[config.mk]
export PLATFORM = sky130hd
export DESIGN_NAME = dispatch_buffered
export DESIGN_NICKNAME = d
export VERILOG_FILES = /design/src/rtl/dispatch_buffered.sv
export SDC_FILE = /design/constraint.sdc
export NUM_CORES = 1
export LEC_CHECK = 0
export CELL_PAD_IN_SITES_DETAIL_PLACEMENT = 0
export CELL_PAD_IN_SITES_GLOBAL_PLACEMENT = 1
export CORE_MARGIN = 2
export CORE_UTILIZATION = 33
export CTS_CLUSTER_DIAMETER = 200
export CTS_CLUSTER_SIZE = 16
export DETAILED_ROUTE_END_ITERATION = 10
export PLACE_DENSITY_LB_ADDON = 0.1
export SLEW_MARGIN = 5
export SYNTH_ARGS = -nofsm -noshare
export SYNTH_HDL_FRONTEND = slang
export SYNTH_SLANG_ARGS = --single-unit
export TNS_END_PERCENT = 10
[constraint.sdc]
create_clock -name clk_i -period 9.8 [get_ports clk_i]
set_input_delay 1.96 -clock clk_i [delete_from_list [all_inputs] [get_ports clk_i]]
set_output_delay 1.96 -clock clk_i [all_outputs]
set_load 0.03 [all_outputs]
[src/rtl/dispatch_buffered.sv]
// rtl/dispatch_buffered.sv - buffered in-order dispatch of one micro-op bundle to credit-limited issue queues
//
// Purpose: holds one rename bundle and routes its micro-ops, strictly in program
//   order, to NUM_IQ issue queues subject to each queue's free-slot credit. The
//   front end is stalled until every held micro-op has left. Supports flush and
//   keeps a saturating count of blocked cycles.
// Ports:
//   clk_i               system clock
//   reset_i             synchronous, active-high
//   flush_i             discard the held bundle
//   uop_in_i            WIDTH-slot bundle from rename
//   uop_in_ready_o      bundle accepted at the next posedge when high
//   iq_free_i           free entries per queue this cycle (values above WIDTH clamp)
//   uop_out_o           per-queue compacted micro-ops, unused slots zero
//   dispatched_count_o  micro-ops sent this cycle
//   stall_cycles_o      saturating count of cycles with work held but nothing sent

package dispatch_pkg;
  localparam logic [1:0] IQ_INT = 2'd0;
  localparam logic [1:0] IQ_MEM = 2'd1;
  localparam logic [1:0] IQ_AP  = 2'd2;

  typedef struct packed {
    logic        valid;
    logic [1:0]  iq_code;
    logic [15:0] payload;
  } micro_op_t;
endpackage

module dispatch_buffered
  import dispatch_pkg::*;
#(
  parameter int          WIDTH      = 4,
  parameter int          NUM_IQ     = 3,
  parameter int          CW         = $clog2(WIDTH + 1),
  parameter logic [31:0] STALL_INIT = 32'd0
) (
  input  logic                                 clk_i,
  input  logic                                 reset_i,
  input  logic                                 flush_i,
  input  micro_op_t [WIDTH-1:0]                uop_in_i,
  output logic                                 uop_in_ready_o,
  input  logic [NUM_IQ-1:0][CW-1:0]            iq_free_i,
  output micro_op_t [NUM_IQ-1:0][WIDTH-1:0]    uop_out_o,
  output logic [CW-1:0]                        dispatched_count_o,
  output logic [31:0]                          stall_cycles_o
);
  localparam int IW = $clog2(WIDTH);

  micro_op_t [WIDTH-1:0]             bundle_q, bundle_d;
  logic [WIDTH-1:0]                  pend_q, pend_d;
  logic [31:0]                       stall_q, stall_d;

  logic [WIDTH-1:0]                  sel;
  micro_op_t [NUM_IQ-1:0][WIDTH-1:0] route;
  logic [CW-1:0]                     total;
  logic                              all_done;
  logic                              ready;

  // In-order walk: the first pending slot that cannot get a credit blocks every
  // later slot, even ones bound for a queue that still has room.
  always_comb begin : select_walk
    logic                      blocked;
    logic [NUM_IQ-1:0][CW-1:0] cnt;
    logic [CW-1:0]             lim;
    blocked = 1'b0;
    cnt     = '0;
    lim     = '0;
    sel     = '0;
    route   = '0;
    total   = '0;
    for (int i = 0; i < WIDTH; i++) begin
      if (pend_q[i] && !blocked) begin
        for (int j = 0; j < NUM_IQ; j++) begin
          if (32'(bundle_q[i].iq_code) == j) begin
            lim = (iq_free_i[j] > CW'(WIDTH)) ? CW'(WIDTH) : iq_free_i[j];
            if (cnt[j] < lim) begin
              route[j][cnt[j][IW-1:0]] = bundle_q[i];
              cnt[j] = cnt[j] + CW'(1);
              sel[i] = 1'b1;
              total  = total + CW'(1);
            end else begin
              blocked = 1'b1;
            end
          end
        end
      end
    end
  end

  assign all_done = ((pend_q & ~sel) == '0);
  assign ready    = !reset_i && !flush_i && all_done;

  assign uop_in_ready_o     = ready;
  assign uop_out_o          = (reset_i || flush_i) ? '0 : route;
  assign dispatched_count_o = (reset_i || flush_i) ? '0 : total;
  assign stall_cycles_o     = stall_q;

  always_comb begin
    bundle_d = bundle_q;
    pend_d   = pend_q & ~sel;
    stall_d  = stall_q;
    if (flush_i) begin
      pend_d = '0;
    end else if (ready) begin
      // Invalid slots and out-of-range queue codes never become pending.
      bundle_d = uop_in_i;
      for (int i = 0; i < WIDTH; i++) begin
        pend_d[i] = uop_in_i[i].valid && (32'(uop_in_i[i].iq_code) < NUM_IQ);
      end
    end
    if (!flush_i && (|pend_q) && (total == '0) && (stall_q != 32'hFFFF_FFFF)) begin
      stall_d = stall_q + 32'd1;
    end
  end

  always_ff @(posedge clk_i) begin
    if (reset_i) begin
      bundle_q <= '0;
      pend_q   <= '0;
      stall_q  <= STALL_INIT;
    end else begin
      bundle_q <= bundle_d;
      pend_q   <= pend_d;
      stall_q  <= stall_d;
    end
  end
endmodule

==> results.md <==
* Ys async rst share at 0%
* Post-synth top area share at 19.94%
* Worst Skew at 18.07 ps
* Number of global-route vias before repair at 12940
* Synth area leader: dfxtp_1
* CTS buffer count at 9
* Synth-to-Final Area Change at 43.15%
* Die Area at 35570 um^2
* Total Wirelength at 52610 um
* Clock root buffer: clkbuf_16
* Status: completed
* Setup crit start kind: input pin
* Yosys reg bits at 112
* DP HPWL at 39870 um
* Placed insts at 2445
* Setup CP Type: in2out
* Worst-case vdd ir drop at 0.08408 mV
* Hold/Removal Path Class: reg2reg
* Port buffer count at 335
* Final min period at 9533 ps
* Slew @ Worst Pin at 1209 ps
* DIE HEIGHT at 188.6 um
* Syn. warnings at 0
* Post-Synthesis Cells at 1732
* Total track usage at 28.46%
* Count of different cell masters after synthesis at 85
* Final RePlAce weighted congestion at 0.8999
* Pre-CTS setup slack at -54.76 ps
* Mapped cell area at 11250 um^2
* Arrival @ worst endpoint at 7570 ps
* Global-route wire length before repair at 78970 um
* CTS sink count at 112
* Grt ovf at 0
* CTS tree: built
* Max Root-Sink Buffers at 2
* Post-synth EDFFs at 0
* DRC viols at 0
* Commonest non-fill, non-tap cell in the layout: nand2_1
* Final core utilization at 48.01%
* Wirelength per Cell at 21.35 um
* Die X at 188.6 um
* Pwr Density at 69.79 nW/um^2
* Worst skew pair latency at 380 ps
* Layout cells sized above 1 at 19.81%
* Crit end category: primary output
* Core area at 33530 um^2
* # setup viols final at 0
* Final hold vios at 0
* I/O pin cnt at 352
* Register area share after synthesis at 19.94%
* Antenna violations before repair at 2
* Vias at 13810
* Initial drt markers at 1266
* Leakage at 0.006603 uW
* CTS clk-pin slew, worst paths at 80 ps
* Fmax at 0.1049 GHz
* Final period utilization at 97.27%
* Max-Cap Viols at 0
* Drt pass-1 iters at 8
* Initial Util at 33.54%
* Worst Path Max Fanout at 2
* Slew HR at 18.97%
* Largest net degree at the start of global routing at 91
* Row count at 67
* Most frequent cells in the layout: nand2_1 (299), nor2_1 (290), buf_4 (244)
* Worst path required time at 7840 ps
* Post-route ant nets at 0
* Slew Viols, Final at 0
* Vias per inst at 5.604
* Max H-tree Level at 3
* Syn Area/Cell at 6.494 um^2
* Fin cells at 2464
* Pwr Total at 1124 uW
* Top post-synthesis cells by area: dfxtp_1 (20%), nand2_1 (10%), nor2_1 (9.7%), a21oi_1 (7.9%), mux2i_1 (6.7%)
* Final WS setup at 267.1 ps
* Main synth FF type: dfxtp_1
* Hold Buf Count CTS at 0
* Final net count at 2131
==> critical path: stages <==
cell and delay (ps):
clkdlybuf4s50_1 450, nor4_2 350, nor3_2 90, ha_1 290, and3_4 160, ha_1 270
mux2_4 280, ha_1 270, mux2_4 270, ha_1 280, buf_4 140, nand2_1 70
o211ai_1 130, a32oi_2 320, buf_4 160, a21oi_1 60, ha_1 270, o221a_2 240
o32ai_2 130, xnor2_1 170, mux2i_1 100, ha_1 190, a22oi_1 160, nor2_1 90
o31a_2 370, nor3_4 160, buf_12 140
==> routing by layer <==
metal  GRT usage [%]  part of all wire [%]
met5               0                     0
met4           9.796                   2.7
met3           6.128                   8.4
met2           43.83                    44
met1           39.14                    45
==> synth_stat cells (3+ instances only) <==
master,n
o211ai_1,4
o32ai_1,3
o21bai_1,3
inv_1,33
nand3b_1,5
nand2b_1,13
nor4_1,5
clkbuf_1,160
a31o_1,5
a222oi_1,34
a22oi_1,4
a21oi_1,177
xnor2_1,28
and3_1,25
nor3_2,9
nand3_1,115
a211o_1,4
o2111a_1,3
nor4_2,5
and3b_1,3
buf_4,19
nand4_1,9
nor3_1,61
nor2b_1,12
mux2i_1,75
buf_1,7
a221oi_1,14
o21ai_0,7
ha_1,34
mux2_1,6
and2_1,7
a211oi_1,3
a21o_1,7
dfxtp_1,112
a31oi_1,5
nand2_1,300
a311oi_1,54
nor3b_1,5
a22o_1,3
or2_2,4
or3_1,4
nor2_1,291
buf_2,6
==> flip-flops by register name, indices dropped and copies added (netlist names) <==
register	flops
pend_q	4
stall_cycles_o	32
bundle_q	76
==> per-stage QoR <==
step	area (um^2)	hold WS [ps]	setup TNS, ps
5_1_grt	16100	528.1	-14.17
6_report	16100	491.2	0
2_1_floorplan	11310	457.4	0
4_1_cts	16050	491.4	0
3_5_place_dp	15740	481.7	-54.76
3_3_place_gp	15740	475.2	-48.15
==> path summary, 6_finish.rpt <==
path	to	cells after the start	slack [ps]	startpoint
max	dispatched_count_o[2]	27	270	iq_free_i[1]
min	bundle_q[18]	2	490	bundle_q[18]
max reg2reg	stall_cycles_o[12]	31	2600	bundle_q[16]
min reg2reg	bundle_q[18]	2	490	bundle_q[18]
==> area by class of cell <==
class	count	area, um^2
fill	3459	17430
multi-input combinational	1408	8198
timing repair buffer	444	4659
sequential	112	2242
tap	448	560.5
clock buffer	11	252.7
inverter	34	127.6
clock inverter	5	55.05
antenna	2	5.005
==> power by group <==
group	leakage (uW)	internal, uW	switching (uW)
clock network	0.000148	212	186
logic	0.00554	88.2	115
registers	0.000911	470	52.5
total	0.00660	770	353
==> what timing repair did <==
item / in CTS / in global routing
setup buffers: 0 / 2
gates cloned: 0 / 0
gates resized for setup: 1 / 9
setup endpoints to repair: 1 / 68
pin swaps: 0 / 10
==> cell families after synthesis <==
group	after synthesis	synth area share [%]
and+or+nand+nor	889	35.81
AOI/OAI and AO/OA	353	21.83
buffers and inverters	228	8.444
DFF	112	19.94
muxes	83	7.543
adders and majority gates	34	3.782
xor gates and xnor gates	32	2.626
other	1	0.03334
(Power assumes the default switching activity.)
